$ cat src/rtl/decode_stage_if.sv
// Handshake bundle between fetch, the decode stage and the register-read consumer.
// master: the surrounding pipeline (drives fetch side, accepts decoded output).
// slave:  the decode stage itself.
interface decode_stage_if #(
    parameter int OPINFO_W = 60
) ();

    logic                in_valid;
    logic                in_ready;
    logic [31:0]         in_insn;
    logic [31:0]         in_pc;

    logic                out_valid;
    logic                out_ready;
    logic [OPINFO_W-1:0] out_opinfo;
    logic [31:0]         out_pc;
    logic                out_illegal;
    logic                out_is_muldiv;
    logic                out_is_system;

    modport master (
        output in_valid, in_insn, in_pc, out_ready,
        input  in_ready, out_valid, out_opinfo, out_pc,
        input  out_illegal, out_is_muldiv, out_is_system
    );

    modport slave (
        input  in_valid, in_insn, in_pc, out_ready,
        output in_ready, out_valid, out_opinfo, out_pc,
        output out_illegal, out_is_muldiv, out_is_system
    );

endinterface

$ cat src/rtl/decode_stage.sv
// Buffered RV32I decode stage: a DEPTH-entry instruction/PC FIFO feeding a
// decoder whose result is captured in a registered output stage.
//
// out_opinfo layout (MSB first, 60 bits):
//   rd[59:55] rs1[54:50] rs2[49:45] imm[44:13] funct3[12:10] aluAlt[9]
//   regWrEnable[8] isALUInImm[7] isLoad[6] isStore[5] isBranch[4]
//   isJal[3] isJalr[2] isLui[1] isAuipc[0]
module decode_stage #(
    parameter int DEPTH         = 4,
    parameter int ENABLE_M      = 1,
    parameter int ENABLE_SYSTEM = 1
) (
    input  logic                       clk,
    input  logic                       rst,
    input  logic                       flush,
    decode_stage_if.slave              bus,
    output logic [$clog2(DEPTH+1)-1:0] count
);

    typedef struct packed {
        logic [4:0]  rd;
        logic [4:0]  rs1;
        logic [4:0]  rs2;
        logic [31:0] imm;
        logic [2:0]  funct3;
        logic        aluAlt;
        logic        regWrEnable;
        logic        isALUInImm;
        logic        isLoad;
        logic        isStore;
        logic        isBranch;
        logic        isJal;
        logic        isJalr;
        logic        isLui;
        logic        isAuipc;
    } OpInfo;

    localparam int PTR_W = (DEPTH > 1) ? $clog2(DEPTH) : 1;
    localparam int CNT_W = $clog2(DEPTH+1);

    localparam logic [6:0] OPC_LUI      = 7'b0110111;
    localparam logic [6:0] OPC_AUIPC    = 7'b0010111;
    localparam logic [6:0] OPC_JAL      = 7'b1101111;
    localparam logic [6:0] OPC_JALR     = 7'b1100111;
    localparam logic [6:0] OPC_BRANCH   = 7'b1100011;
    localparam logic [6:0] OPC_LOAD     = 7'b0000011;
    localparam logic [6:0] OPC_STORE    = 7'b0100011;
    localparam logic [6:0] OPC_OP_IMM   = 7'b0010011;
    localparam logic [6:0] OPC_OP       = 7'b0110011;
    localparam logic [6:0] OPC_MISC_MEM = 7'b0001111;
    localparam logic [6:0] OPC_SYSTEM   = 7'b1110011;

    localparam logic [6:0] F7_BASE = 7'b0000000;
    localparam logic [6:0] F7_ALT  = 7'b0100000;
    localparam logic [6:0] F7_MUL  = 7'b0000001;

    // FIFO storage and bookkeeping
    logic [31:0]      mem_insn [DEPTH];
    logic [31:0]      mem_pc   [DEPTH];
    logic [PTR_W-1:0] wr_ptr;
    logic [PTR_W-1:0] rd_ptr;
    logic [CNT_W-1:0] cnt_q;

    // Output register
    logic             out_valid_q;
    OpInfo            out_op_q;
    logic [31:0]      out_pc_q;
    logic             out_ill_q;
    logic             out_md_q;
    logic             out_sys_q;

    // Handshake
    logic             push;
    logic             load;
    logic             fifo_full;

    // Decoder results for the head entry
    logic [31:0]      head_insn;
    logic [31:0]      head_pc;
    OpInfo            dec_op;
    logic             dec_ill;
    logic             dec_md;
    logic             dec_sys;

    // Field slices of the head instruction
    logic [6:0]       opc;
    logic [2:0]       f3;
    logic [6:0]       f7;
    logic [4:0]       f_rd;
    logic [4:0]       f_rs1;
    logic [4:0]       f_rs2;
    logic [31:0]      imm_i;
    logic [31:0]      imm_s;
    logic [31:0]      imm_b;
    logic [31:0]      imm_u;
    logic [31:0]      imm_j;
    logic [31:0]      imm_sh;

    // in_ready depends on registered occupancy only, keeping out_ready off the fetch path
    assign fifo_full = (cnt_q == CNT_W'(DEPTH));
    assign push      = bus.in_valid && !fifo_full;
    assign load      = (!out_valid_q || bus.out_ready) && (cnt_q != '0);

    assign head_insn = mem_insn[rd_ptr];
    assign head_pc   = mem_pc[rd_ptr];

    assign opc    = head_insn[6:0];
    assign f3     = head_insn[14:12];
    assign f7     = head_insn[31:25];
    assign f_rd   = head_insn[11:7];
    assign f_rs1  = head_insn[19:15];
    assign f_rs2  = head_insn[24:20];
    assign imm_i  = {{20{head_insn[31]}}, head_insn[31:20]};
    assign imm_s  = {{20{head_insn[31]}}, head_insn[31:25], head_insn[11:7]};
    assign imm_b  = {{19{head_insn[31]}}, head_insn[31], head_insn[7],
                     head_insn[30:25], head_insn[11:8], 1'b0};
    assign imm_u  = {head_insn[31:12], 12'b0};
    assign imm_j  = {{11{head_insn[31]}}, head_insn[31], head_insn[19:12],
                     head_insn[20], head_insn[30:21], 1'b0};
    assign imm_sh = {27'b0, head_insn[24:20]};

    // Port mapping
    assign bus.in_ready      = !fifo_full;
    assign bus.out_valid     = out_valid_q;
    assign bus.out_opinfo    = out_op_q;
    assign bus.out_pc        = out_pc_q;
    assign bus.out_illegal   = out_ill_q;
    assign bus.out_is_muldiv = out_md_q;
    assign bus.out_is_system = out_sys_q;
    assign count             = cnt_q;

    // Decode the FIFO head; any illegal encoding collapses the record to zero
    always_comb begin
        dec_op  = '0;
        dec_ill = 1'b0;
        dec_md  = 1'b0;
        dec_sys = 1'b0;
        case (opc)
            OPC_LUI: begin
                dec_op.rd          = f_rd;
                dec_op.imm         = imm_u;
                dec_op.regWrEnable = 1'b1;
                dec_op.isALUInImm  = 1'b1;
                dec_op.isLui       = 1'b1;
            end
            OPC_AUIPC: begin
                dec_op.rd          = f_rd;
                dec_op.imm         = imm_u;
                dec_op.regWrEnable = 1'b1;
                dec_op.isALUInImm  = 1'b1;
                dec_op.isAuipc     = 1'b1;
            end
            OPC_JAL: begin
                dec_op.rd          = f_rd;
                dec_op.imm         = imm_j;
                dec_op.regWrEnable = 1'b1;
                dec_op.isJal       = 1'b1;
            end
            OPC_JALR: begin
                dec_ill            = (f3 != 3'd0);
                dec_op.rd          = f_rd;
                dec_op.rs1         = f_rs1;
                dec_op.imm         = imm_i;
                dec_op.regWrEnable = 1'b1;
                dec_op.isALUInImm  = 1'b1;
                dec_op.isJalr      = 1'b1;
            end
            OPC_BRANCH: begin
                dec_ill         = (f3 == 3'd2) || (f3 == 3'd3);
                dec_op.rs1      = f_rs1;
                dec_op.rs2      = f_rs2;
                dec_op.imm      = imm_b;
                dec_op.funct3   = f3;
                dec_op.isBranch = 1'b1;
            end
            OPC_LOAD: begin
                dec_ill            = (f3 == 3'd3) || (f3 == 3'd6) || (f3 == 3'd7);
                dec_op.rd          = f_rd;
                dec_op.rs1         = f_rs1;
                dec_op.imm         = imm_i;
                dec_op.funct3      = f3;
                dec_op.regWrEnable = 1'b1;
                dec_op.isALUInImm  = 1'b1;
                dec_op.isLoad      = 1'b1;
            end
            OPC_STORE: begin
                dec_ill           = (f3 > 3'd2);
                dec_op.rs1        = f_rs1;
                dec_op.rs2        = f_rs2;
                dec_op.imm        = imm_s;
                dec_op.funct3     = f3;
                dec_op.isALUInImm = 1'b1;
                dec_op.isStore    = 1'b1;
            end
            OPC_OP_IMM: begin
                dec_op.rd          = f_rd;
                dec_op.rs1         = f_rs1;
                dec_op.imm         = imm_i;
                dec_op.funct3      = f3;
                dec_op.regWrEnable = 1'b1;
                dec_op.isALUInImm  = 1'b1;
                // shifts carry shamt as the immediate and funct7 as a qualifier
                if (f3 == 3'd1) begin
                    dec_op.imm = imm_sh;
                    dec_ill    = (f7 != F7_BASE);
                end else if (f3 == 3'd5) begin
                    dec_op.imm    = imm_sh;
                    dec_op.aluAlt = (f7 == F7_ALT);
                    dec_ill       = (f7 != F7_BASE) && (f7 != F7_ALT);
                end
            end
            OPC_OP: begin
                dec_op.rd          = f_rd;
                dec_op.rs1         = f_rs1;
                dec_op.rs2         = f_rs2;
                dec_op.funct3      = f3;
                dec_op.regWrEnable = 1'b1;
                if (f7 == F7_BASE) begin
                    dec_ill = 1'b0;
                end else if (f7 == F7_ALT) begin
                    dec_op.aluAlt = 1'b1;
                    dec_ill       = (f3 != 3'd0) && (f3 != 3'd5);
                end else if ((f7 == F7_MUL) && (ENABLE_M != 0)) begin
                    dec_md = 1'b1;
                end else begin
                    dec_ill = 1'b1;
                end
            end
            OPC_MISC_MEM: begin
                if ((ENABLE_SYSTEM != 0) && (f3 == 3'd0)) begin
                    dec_sys    = 1'b1;
                    dec_op.imm = imm_i;
                end else begin
                    dec_ill = 1'b1;
                end
            end
            OPC_SYSTEM: begin
                if ((ENABLE_SYSTEM != 0) &&
                    ((head_insn == 32'h0000_0073) || (head_insn == 32'h0010_0073))) begin
                    dec_sys    = 1'b1;
                    dec_op.imm = imm_i;
                end else begin
                    dec_ill = 1'b1;
                end
            end
            default: dec_ill = 1'b1;
        endcase
        if (head_insn[1:0] != 2'b11) begin
            dec_ill = 1'b1;
        end
        if (dec_ill) begin
            dec_op  = '0;
            dec_md  = 1'b0;
            dec_sys = 1'b0;
        end
    end

    // FIFO payload write; contents need no reset since occupancy gates every read
    always_ff @(posedge clk) begin
        if (!rst && !flush && push) begin
            mem_insn[wr_ptr] <= bus.in_insn;
            mem_pc[wr_ptr]   <= bus.in_pc;
        end
    end

    // FIFO pointers and occupancy; flush empties the queue ahead of any push/pop
    always_ff @(posedge clk) begin
        if (rst || flush) begin
            wr_ptr <= '0;
            rd_ptr <= '0;
            cnt_q  <= '0;
        end else begin
            if (push) begin
                wr_ptr <= wr_ptr + PTR_W'(1);
            end
            if (load) begin
                rd_ptr <= rd_ptr + PTR_W'(1);
            end
            case ({push, load})
                2'b10:   cnt_q <= cnt_q + CNT_W'(1);
                2'b01:   cnt_q <= cnt_q - CNT_W'(1);
                default: cnt_q <= cnt_q;
            endcase
        end
    end

    // Output stage: capture a decoded head on load, retire on accept, hold when stalled
    always_ff @(posedge clk) begin
        if (rst) begin
            out_valid_q <= 1'b0;
            out_op_q    <= '0;
            out_pc_q    <= '0;
            out_ill_q   <= 1'b0;
            out_md_q    <= 1'b0;
            out_sys_q   <= 1'b0;
        end else if (flush) begin
            out_valid_q <= 1'b0;
        end else if (load) begin
            out_valid_q <= 1'b1;
            out_op_q    <= dec_op;
            out_pc_q    <= head_pc;
            out_ill_q   <= dec_ill;
            out_md_q    <= dec_md;
            out_sys_q   <= dec_sys;
        end else if (bus.out_ready) begin
            out_valid_q <= 1'b0;
        end
    end

endmodule

$ cat src/flat_wrapper.sv
// flat-port wrapper written by rule: the top's interface ports become plain ports
module decode_stage_flat 
#(
    parameter int DEPTH         = 4,
    parameter int ENABLE_M      = 1,
    parameter int ENABLE_SYSTEM = 1
)
  (clk, rst, flush, count, bus_in_valid, bus_in_insn, bus_in_pc, bus_out_ready, bus_in_ready, bus_out_valid, bus_out_opinfo, bus_out_pc, bus_out_illegal, bus_out_is_muldiv, bus_out_is_system);
  decode_stage_if #(.OPINFO_W((60))) bus_i ();
  input  logic clk;
  input  logic rst;
  input  logic flush;
  output logic [$clog2(DEPTH+1)-1:0] count;
  input wire logic [$bits(bus_i.in_valid)-1:0] bus_in_valid;
  input wire logic [$bits(bus_i.in_insn)-1:0] bus_in_insn;
  input wire logic [$bits(bus_i.in_pc)-1:0] bus_in_pc;
  input wire logic [$bits(bus_i.out_ready)-1:0] bus_out_ready;
  output wire logic [$bits(bus_i.in_ready)-1:0] bus_in_ready;
  output wire logic [$bits(bus_i.out_valid)-1:0] bus_out_valid;
  output wire logic [$bits(bus_i.out_opinfo)-1:0] bus_out_opinfo;
  output wire logic [$bits(bus_i.out_pc)-1:0] bus_out_pc;
  output wire logic [$bits(bus_i.out_illegal)-1:0] bus_out_illegal;
  output wire logic [$bits(bus_i.out_is_muldiv)-1:0] bus_out_is_muldiv;
  output wire logic [$bits(bus_i.out_is_system)-1:0] bus_out_is_system;
  assign bus_i.in_valid = bus_in_valid;
  assign bus_i.in_insn = bus_in_insn;
  assign bus_i.in_pc = bus_in_pc;
  assign bus_i.out_ready = bus_out_ready;
  assign bus_in_ready = bus_i.in_ready;
  assign bus_out_valid = bus_i.out_valid;
  assign bus_out_opinfo = bus_i.out_opinfo;
  assign bus_out_pc = bus_i.out_pc;
  assign bus_out_illegal = bus_i.out_illegal;
  assign bus_out_is_muldiv = bus_i.out_is_muldiv;
  assign bus_out_is_system = bus_i.out_is_system;
  decode_stage #(.DEPTH(DEPTH), .ENABLE_M(ENABLE_M), .ENABLE_SYSTEM(ENABLE_SYSTEM)) u_core (.clk(clk), .rst(rst), .flush(flush), .bus(bus_i), .count(count));
endmodule
$ cat config.mk
export PLATFORM = sky130hd
export DESIGN_NAME = decode_stage_flat
export DESIGN_NICKNAME = d
export VERILOG_FILES = /design/src/rtl/decode_stage_if.sv /design/src/rtl/decode_stage.sv /design/src/flat_wrapper.sv
export SDC_FILE = /design/constraint.sdc
export NUM_CORES = 1
export LEC_CHECK = 0
export BUFFER_PORTS_ARGS = -buffer_cell sky130_fd_sc_hd__buf_2
export CAP_MARGIN = 20
export CORE_AREA = 2 2 198 122
export CTS_BUF_LIST = sky130_fd_sc_hd__clkbuf_8
export CTS_CLUSTER_SIZE = 30
export DETAILED_ROUTE_END_ITERATION = 12
export DIE_AREA = 0 0 200 124
export PLACE_DENSITY = 0.92
export SYNTH_ARGS = -nofsm -noshare
export SYNTH_HDL_FRONTEND = slang
export SYNTH_SLANG_ARGS = --single-unit
$ cat constraint.sdc
create_clock -name clk -period 4.2 [get_ports clk]
set_input_delay 0.21 -clock clk [delete_from_list [all_inputs] [get_ports clk]]
set_output_delay 0.21 -clock clk [all_outputs]
set_load 0.02 [all_outputs]
* Yosys cells after proc, flatten, opt, wreduce, memory -nomap -nowiden
Memory sizes are Yosys's and may differ from the RTL's. A register that Yosys moved wholly into a read port is not among the register bits.
Cells that the tools add are included.
W data, S select, Z words.
** Word-level totals
- Flip-flop bits (word level) :: 71
- Bits in writable memories :: 256
- Input port bits :: 69
- Output and inout port bits :: 100
- Word-level logic and storage cells :: 139
- Memories :: 2
** Cells by class
- $add $sub $neg :: 4
- Order comparisons :: 1
- Equal/unequal tests :: 27
- Multiplexer cells :: 49
- Bitwise operators :: 1
- Reductions and logical operators :: 33
** Memory list
- u_core.mem_insn :: depth 4, width 32, read ports 1, clocked after Yosys merged registers in 1, write ports 1, RTL line decode_stage.sv:58 : logic [31:0] mem_insn [DEPTH];
- u_core.mem_pc :: depth 4, width 32, read ports 1, clocked after Yosys merged registers in 1, write ports 1, RTL line decode_stage.sv:59 : logic [31:0] mem_pc [DEPTH];
** Operators by type and width (number)
- $pmux W32 S8 :: 1
- $mux W32 :: 4
- $mux W60 :: 1
- $mux W1 :: 33
- $eq A32 B21 Y1 const B :: 1
- $eq A32 B7 Y1 const B :: 1
- $eq A7 B6 Y1 const B :: 4
- $eq A7 B7 Y1 const B :: 4
- $mux W5 :: 3
- $eq A7 B5 Y1 const B :: 2
- $eq A3 B3 Y1 const B :: 4
- $reduce_or A6 Y1 :: 2
- $pmux W1 S9 :: 1
- $eq A7 B1 Y1 const B :: 1
- $eq A7 B2 Y1 const B :: 1
- $eq A7 B4 Y1 const B :: 1
- $logic_not A7 Y1 :: 1
- $ne A7 B6 Y1 const B :: 1
- $reduce_bool A7 Y1 :: 1
- $reduce_or A7 Y1 :: 1
- $eq A3 B2 Y1 const B :: 2
- $logic_and A1 B1 Y1 :: 6
- $logic_or A1 B1 Y1 :: 6
- $pmux W3 S2 :: 1
- other kinds (21) :: 32

* Logic depth before layout (Yosys ltp)
Gate-level depths: netlist (run 1).
- Depth in word-level cells :: 7
- Gate-level depth with buffers :: 11
- Mapped depth without buffers :: 9

* Worst setup path after synthesis (run 1)
Ideal clock, no wire load.
- Kind :: register to register
- Start :: register u_core.cnt_q[0] (netlist: u_core.count[0])
- End :: memory u_core.mem_insn[0][0] (enable)
- Setup time :: 0.429 ns
- Data arrival time :: 2.677 ns
- Data required time :: 3.771 ns
- Slack :: 1.094 ns
- Stages on the path, launching flop included :: 6
- Buffers on the path :: 0
- Clock period less this slack :: 3.106 ns
- Path through :: dfxtp_1 inv_1 nand3_1 nand2_1 nor2_1 and2_1
** On the way
- Word-level cells in the longest chain between the ends :: 6
** RTL lines
- start, declared :: RTL line decode_stage.sv:62 : logic [CNT_W-1:0] cnt_q;
- start signal, assigned :: RTL line decode_stage.sv:280 : 2'b10: cnt_q <= cnt_q + CNT_W'(1);
- start signal, assigned :: RTL line decode_stage.sv:281 : 2'b01: cnt_q <= cnt_q - CNT_W'(1);
- start signal, assigned :: RTL line decode_stage.sv:282 : default: cnt_q <= cnt_q;
- $eq A3 B3 Y1 :: RTL line decode_stage.sv:100 : assign fifo_full = (cnt_q == CNT_W'(DEPTH));
- $logic_not A1 Y1
- via bus_in_ready :: RTL line flat_wrapper.sv:18 : output wire logic [$bits(bus_i.in_ready)-1:0] bus_in_ready;
- $logic_and A1 B1 Y1 :: RTL line decode_stage.sv:101 : assign push = bus.in_valid && !fifo_full;
- $logic_and A1 B1 Y1 :: RTL line decode_stage.sv:260 : if (!rst && !flush && push) begin
- $mux W1 :: RTL line decode_stage.sv:260
- $mux W1 (not written as such) :: RTL line decode_stage.sv:261 : mem_insn[wr_ptr] <= bus.in_insn;
- end, declared :: RTL line decode_stage.sv:58
The timed path passes the listed nets, and every way through them passes these cells.

==> results of run 1 <==
[cells in the mapped netlist, types with 2 or more instances]
library cell and count:
buf_2 7, and2_1 4, mux4_1 7, xnor2_1 2, a22oi_2 11, nor3_1 9
nand3_1 5, edfxtp_1 256, ha_1 5, nor3_2 2, nor2_1 16, a32o_1 27
buf_6 5, mux4_2 56, nand4bb_1 2, clkbuf_1 30, o21ai_1 9, inv_1 10
a22oi_1 17, nand2_1 106, dfxtp_1 105, a22o_1 8, nand4_1 2, nand2b_1 6
or4_1 6, nor4_1 6, xor2_1 4, nand3b_1 2, or3_1 4, a21oi_1 50
o21ai_0 11, nor4b_1 4, nor2b_1 3, buf_1 7
[worst max-delay path by stage]
stage                           endpoint  slack [ns]  depth (start not counted)
3_5_place_dp   u_core.bus.out_opinfo[37]        0.59                          8
6_report       u_core.bus.out_opinfo[37]        0.50                          7
4_1_cts        u_core.bus.out_opinfo[37]        0.57                          8
5_1_grt        u_core.bus.out_opinfo[43]        0.25                          8
2_1_floorplan      u_core.mem_insn[0][0]        1.09                          5
3_3_place_gp   u_core.bus.out_opinfo[41]        0.69                          7
[metrics by stage]
step / hold WS (ns) / worst slack, ns / utilization
after floorplan: 0.309 / 1.09 / -
after global placement: 0.425 / 0.694 / 0.648
after detailed placement: 0.431 / 0.592 / 0.648
after CTS: 0.0863 / 0.566 / 0.717
after global routing: 0.122 / 0.255 / 0.718
final: 0.132 / 0.495 / 0.718
[cell families (layout without fill, tap and decap cells)]
family	Yosys count	in the layout	synth area share
flip-flops	361	361	0.718
AND/OR/NAND/NOR	188	188	0.0678
AO/OA/AOI/OAI	144	144	0.0783
multiplexers	63	63	0.106
buffers and inverters	60	354	0.0202
adder cells (fa/ha/maj)	6	6	0.00606
XOR/XNOR	6	6	0.00385
other	0	6	0
[layer usage]
metal	GRT usage	up-vias
met5	0	-
met3	0.0658	46
met4	0.0704	0
met2	0.387	431
met1	0.386	4282
li1	-	3776
[area by class of cell]
type	count	area [sq um]
Clock buffer	57	785
Clock inverter	35	144
Antenna cell	6	15.0
Sequential cell	361	9790
Fill cell	1468	6450
Timing Repair Buffer	252	1640
Inverter	10	37.5
Tap cell	315	394
Multi-Input combinational cell	407	3610
[registers in the layout, summed over array words and instances, names as in the netlist, named ones only]
register,flops
u_core.mem_pc,128
u_core.bus.out_illegal,1
u_core.count,3
u_core.bus.out_valid,1
u_core.bus.out_opinfo,60
u_core.mem_insn,128
u_core.bus.out_is_muldiv,1
u_core.rd_ptr,2
u_core.bus.out_pc,32
u_core.wr_ptr,2
u_core.bus.out_is_system,1
[critical path: stages (launching register included)]
cell	delay [ns]
dfxtp_1	0.77
mux4_2	0.49
or4_1	0.58
nor3_2	0.45
nand4_1	0.32
nand4_1	0.35
nand2_1	0.41
a22oi_2	0.27
[report_power, final]
part           internal (mW)  switching [mW]
Combinational          0.209           0.302
Clock                   1.24            1.26
Sequential              3.86          0.0333
==> results.md, run 1 <==
- Status: complete, no violations
- Reg2Reg Setup Slack: 0.50 ns
- Final Wtd Congestion: 0.907
- Global route overflow: 0
- Crit Reg-Reg Endpoint: u_core.bus.out_opinfo[37]
- Rel. slew slack: 0.326
- Mapped Nets: 903
- Hold Vio Cnt, Final: 0
- Ys async rst share: 0
- Least-Margin Pin Slew: 1.01 ns
- Kind of critical path: flop to flop
- Chip width: 200 microns
- FMAX: 270 MHz
- DRC: 0
- Total die area: 24800 sq um
- Num CTS Buffers: 50
- Cell Pwr Density: 421 nW/um^2
- Post-cts hold buffer count: 66
- Final Setup Violations: 0
- First-pass GRT wire length: 47700 microns
- Worst-case clock buffer depth: 3
- CP max FO: 12
- Pleak: 5.80 nW
- Worst endpoint data arrival time: 4.20 ns
- Row count: 43
- Worst Hold Endpoint: u_core.count[2]
- Tcrit/Tclk final: 0.882
- Min-delay src: rst
- Postcts setup bufs: 0
- Root Buffer: clkbuf_8
- Setup Skew: 0.0254 ns
- CTS-repair resized insts: 0
- Worst-Skew Late Latency: 0.57 ns
- Area Growth Syn to Fin: 20.3%
- Worst setup EP type: flop
- Core area: 22900 sq um
- # port buffers: 168
- Total of max-cap violations: 0
- Most common library cell in the layout ignoring fill and taps: edfxtp_1
- Req. time, crit path: 4.69 ns
- Maximum vdd drop: 0.000265 V
- Max Slew Vio Count: 0
- Met2 WL: 14100 microns
- Synthesized flop and latch total: 361
- Mapped Area: 13600 sq um
- Inst Count DP: 1279
- Num ports: 169
- Net count, final: 1157
- All-Layer GR Usage: 0.260
- Cell taking the most area after synthesis: edfxtp_1
- Post-synth EDFFs: 256
- WL met1: 13600 microns
- Synth top area cells: edfxtp_1, dfxtp_1, mux4_2, nand2_1, a32o_1
- Minimum clock period: 3.70 ns
- Top cell type's share of synthesized area: 0.564
- WHS Path Cells: 3
- Vias: 8535
- DR vias/cell: 5.91
- Average wire per cell in the routed design: 21.8 microns
- CTS tree: built
- Unrepaired setup endpoints after global routing: false
- H-Tree Depth: 2
- Post-Synthesis Cells: 828
- Starting Density: 0.596
- Final instance area: 16400 sq um
- 1st-iter DRT viols: 839
- Largest net degree at the start of global routing: 72
- Final Total Pwr: 6.90 mW
- Total Wirelength: 31400 microns
- Final setup TNS: 0 ns
- Max layer used: met4
- Die outline height: 124 microns
- Post-DRT Antenna Nets: 0
- Register-to-Register Path Depth: 7
- Clk sinks: 361
- Seq/Total Area, Yosys: 0.718
- Prevailing post-synth register cell: edfxtp_1
- Drt pass-1 iters: 5
- Area after DPL: 14800 sq um
- Syn. warnings: 0
- Reg clk slew, reported paths: 0.07 ns
- Hold WC Path Type: input pin to flop
- Most frequent cells in the layout: edfxtp_1, buf_2, nand2_1, dfxtp_1, dlygate4sd3_1
- Initial antenna violation count: 6
- Share of cells above drive strength 1: 0.299
- Library cells used by synthesis: 58
- Critical path launch point type: flop
- Fin cells: 1443
- Number of global-route vias before repair: 8438
- HPWL Detailed: 19600 microns
- Met3 Routed Length: 3290 microns
- Post-synthesis area per instance: 16.5 sq um
No activity file was read; power rests on OpenSTA's default activity.
==> run 2, diff against run 1 <==
--- a/config.mk
+++ b/config.mk
@@ -13,6 +13,7 @@
 export DETAILED_ROUTE_END_ITERATION = 12
 export DIE_AREA = 0 0 200 124
 export PLACE_DENSITY = 0.92
+export RECOVER_POWER = 25
 export SYNTH_ARGS = -nofsm -noshare
 export SYNTH_HDL_FRONTEND = slang
 export SYNTH_SLANG_ARGS = --single-unit
==> constraint.sdc (replaced) <==
create_clock -name clk -period 3.9 [get_ports clk]
set_input_delay 0.195 -clock clk [delete_from_list [all_inputs] [get_ports clk]]
set_output_delay 0.195 -clock clk [all_outputs]
set_load 0.02 [all_outputs]
==> results.md, run 2 (synthesis results as in run 1) <==
- H-Tree Depth: 2 (unchanged)
- Maximum vdd drop: 0.000288 V (was 0.000265 V)
- Hold WS: 0.0994 ns (was 0.132 ns)
- 1st-iter DRT viols: 884 (was 839)
- Cell Pwr Density: 448 nW/um^2 (was 421 nW/um^2)
- Final Wtd Congestion: 0.941 (was 0.907)
- Status: complete, no violations (unchanged)
- Final Setup Violations: 0 (unchanged)
- Core area: 22900 sq um (unchanged)
- Num ports: 169 (unchanged)
- Initial antenna violation count: 3 (was 6)
- Worst endpoint data arrival time: 4.16 ns (was 4.20 ns)
- Total Wirelength: 30900 microns (was 31400 microns)
- DRC: 0 (unchanged)
- Critical path launch point type: flop (unchanged)
- All-Layer GR Usage: 0.256 (was 0.260)
- Share of cells above drive strength 1: 0.263 (was 0.299)
- Starting Density: 0.596 (unchanged)
- Root Buffer: clkbuf_8 (unchanged)
- Num CTS Buffers: 49 (was 50)
- Register-to-Register Path Depth: 11 (was 7)
- Worst-Skew Late Latency: 0.58 ns (was 0.57 ns)
- Tcrit/Tclk final: 0.961 (was 0.882)
- # port buffers: 168 (unchanged)
- FMAX: 267 MHz (was 270 MHz)
- Max Slew Vio Count: 0 (unchanged)
- Kind of critical path: flop to flop (unchanged)
- Final instance area: 16400 sq um (about the same)
- Total die area: 24800 sq um (unchanged)
- Vias: 8465 (was 8535)
- Rel. slew slack: 0.329 (was 0.326)
- Post-DRT Antenna Nets: 0 (unchanged)
- Largest net degree at the start of global routing: 65 (was 72)
- WHS Path Cells: 4 (was 3)
- HPWL Detailed: 19800 microns (was 19600 microns)
- CP max FO: 25 (was 12)
- Most common library cell in the layout ignoring fill and taps: edfxtp_1 (unchanged)
- First-pass GRT wire length: 46600 microns (was 47700 microns)
- Area Growth Syn to Fin: 20.6% (was 20.3%)
- Worst setup EP type: flop (unchanged)
- Global route overflow: 0 (unchanged)
- CTS tree: built (unchanged)
- Net count, final: 1172 (was 1157)
- Hold WC Path Type: input pin to flop (unchanged)
- Row count: 43 (unchanged)
- Worst-case clock buffer depth: 3 (unchanged)
- Most frequent cells in the layout: edfxtp_1, buf_2, nand2_1, dfxtp_1, dlygate4sd3_1 (unchanged)
- Chip width: 200 microns (unchanged)
- Drt pass-1 iters: 6 (was 5)
- Average wire per cell in the routed design: 21.3 microns (was 21.8 microns)
- Number of global-route vias before repair: 8436 (was 8438)
- Reg clk slew, reported paths: 0.07 ns (about the same)
- Total of max-cap violations: 0 (unchanged)
- Req. time, crit path: 4.32 ns (was 4.69 ns)
- Minimum clock period: 3.75 ns (was 3.70 ns)
- Area after DPL: 14900 sq um (was 14800 sq um)
- Pleak: 5.71 nW (was 5.80 nW)
- Clk sinks: 361 (unchanged)
- Setup Skew: 0.0342 ns (was 0.0254 ns)
- Die outline height: 124 microns (unchanged)
- Hold Vio Cnt, Final: 0 (unchanged)
- Final core occ: 0.719 (was 0.718)
- Least-Margin Pin Slew: 1.01 ns (about the same)
- DR vias/cell: 5.83 (was 5.91)
-- run 2: cell count changes in the layout (fill, tap and decap cells not counted) --
| cell | before | now |
|---|---|---|
| buf_12 | 0 | 2 |
| clkbuf_8 | 57 | 54 |
| diode_2 | 6 | 3 |
| inv_1 | 38 | 35 |
| nand2_1 | 106 | 105 |
| buf_2 | 168 | 118 |
| clkbuf_1 | 0 | 50 |
| buf_4 | 18 | 32 |
| clkinv_1 | 2 | 7 |
| clkinvlp_4 | 2 | 0 |
| nand2_2 | 0 | 1 |
-- run 2: metrics by stage --
step	setup TNS (ns)	cells	power, mW	worst slack (ns)
2_1_floorplan	0	828	4.58	0.794
3_3_place_gp	0	1293	4.77	0.227
3_5_place_dp	0	1293	4.79	0.142
4_1_cts	0	1448	7.39	0.134
5_1_grt	-0.00764	1453	7.62	-0.00764
6_report	0	1453	7.36	0.154
-- run 2: metal layers --
metal,vias to the layer above,global-route usage,share of wire
met1,4221,0.370,0.44
met5,-,0,0
met3,43,0.0834,0.11
met2,391,0.379,0.44
li1,3810,-,-
met4,0,0.0704,0.015
-- run 2: layout make-up --
class / instances / area [sq um]
multi-input combinational: 407 / 3610
fill: 1486 / 6430
clock buffer: 54 / 743
clock inverter: 35 / 136
timing repair buffer: 268 / 1720
sequential: 361 / 9790
inverter: 10 / 37.5
tap: 315 / 394
antenna: 3 / 7.51
-- run 2: critical path, cell delays in order (launching register included) --
cell      delay (ns)
dfxtp_2         0.46
buf_12          0.23
mux4_1          0.70
or2_0           0.43
nor4_1          0.46
o311ai_0        0.22
buf_4           0.18
nand4_2         0.11
buf_4           0.14
nand2b_1        0.09
buf_4           0.33
o21ai_0         0.23
-- run 2: worst paths after layout --
check | from | slack [ns] | end
min | flush | 0.1 | u_core.bus.out_is_muldiv
max reg2reg | flop | 0.15 | u_core.bus.out_opinfo[14]
min reg2reg | u_core.bus.out_pc[12] | 0.45 | u_core.bus.out_pc[12]
max | flop | 0.15 | u_core.bus.out_opinfo[14]
-- run 2: timing repair --
action                     CTS  global route
hold buffers                66             0
resized for setup            0             1
setup buffers                0             1
setup endpoints to repair    0            29
hold endpoints to repair   258             0
-- run 2: where the power goes --
part	internal [mW]	switching, mW
clock network	1.27	1.33
logic	0.233	0.330
registers	4.16	0.0374
total	5.66	1.70
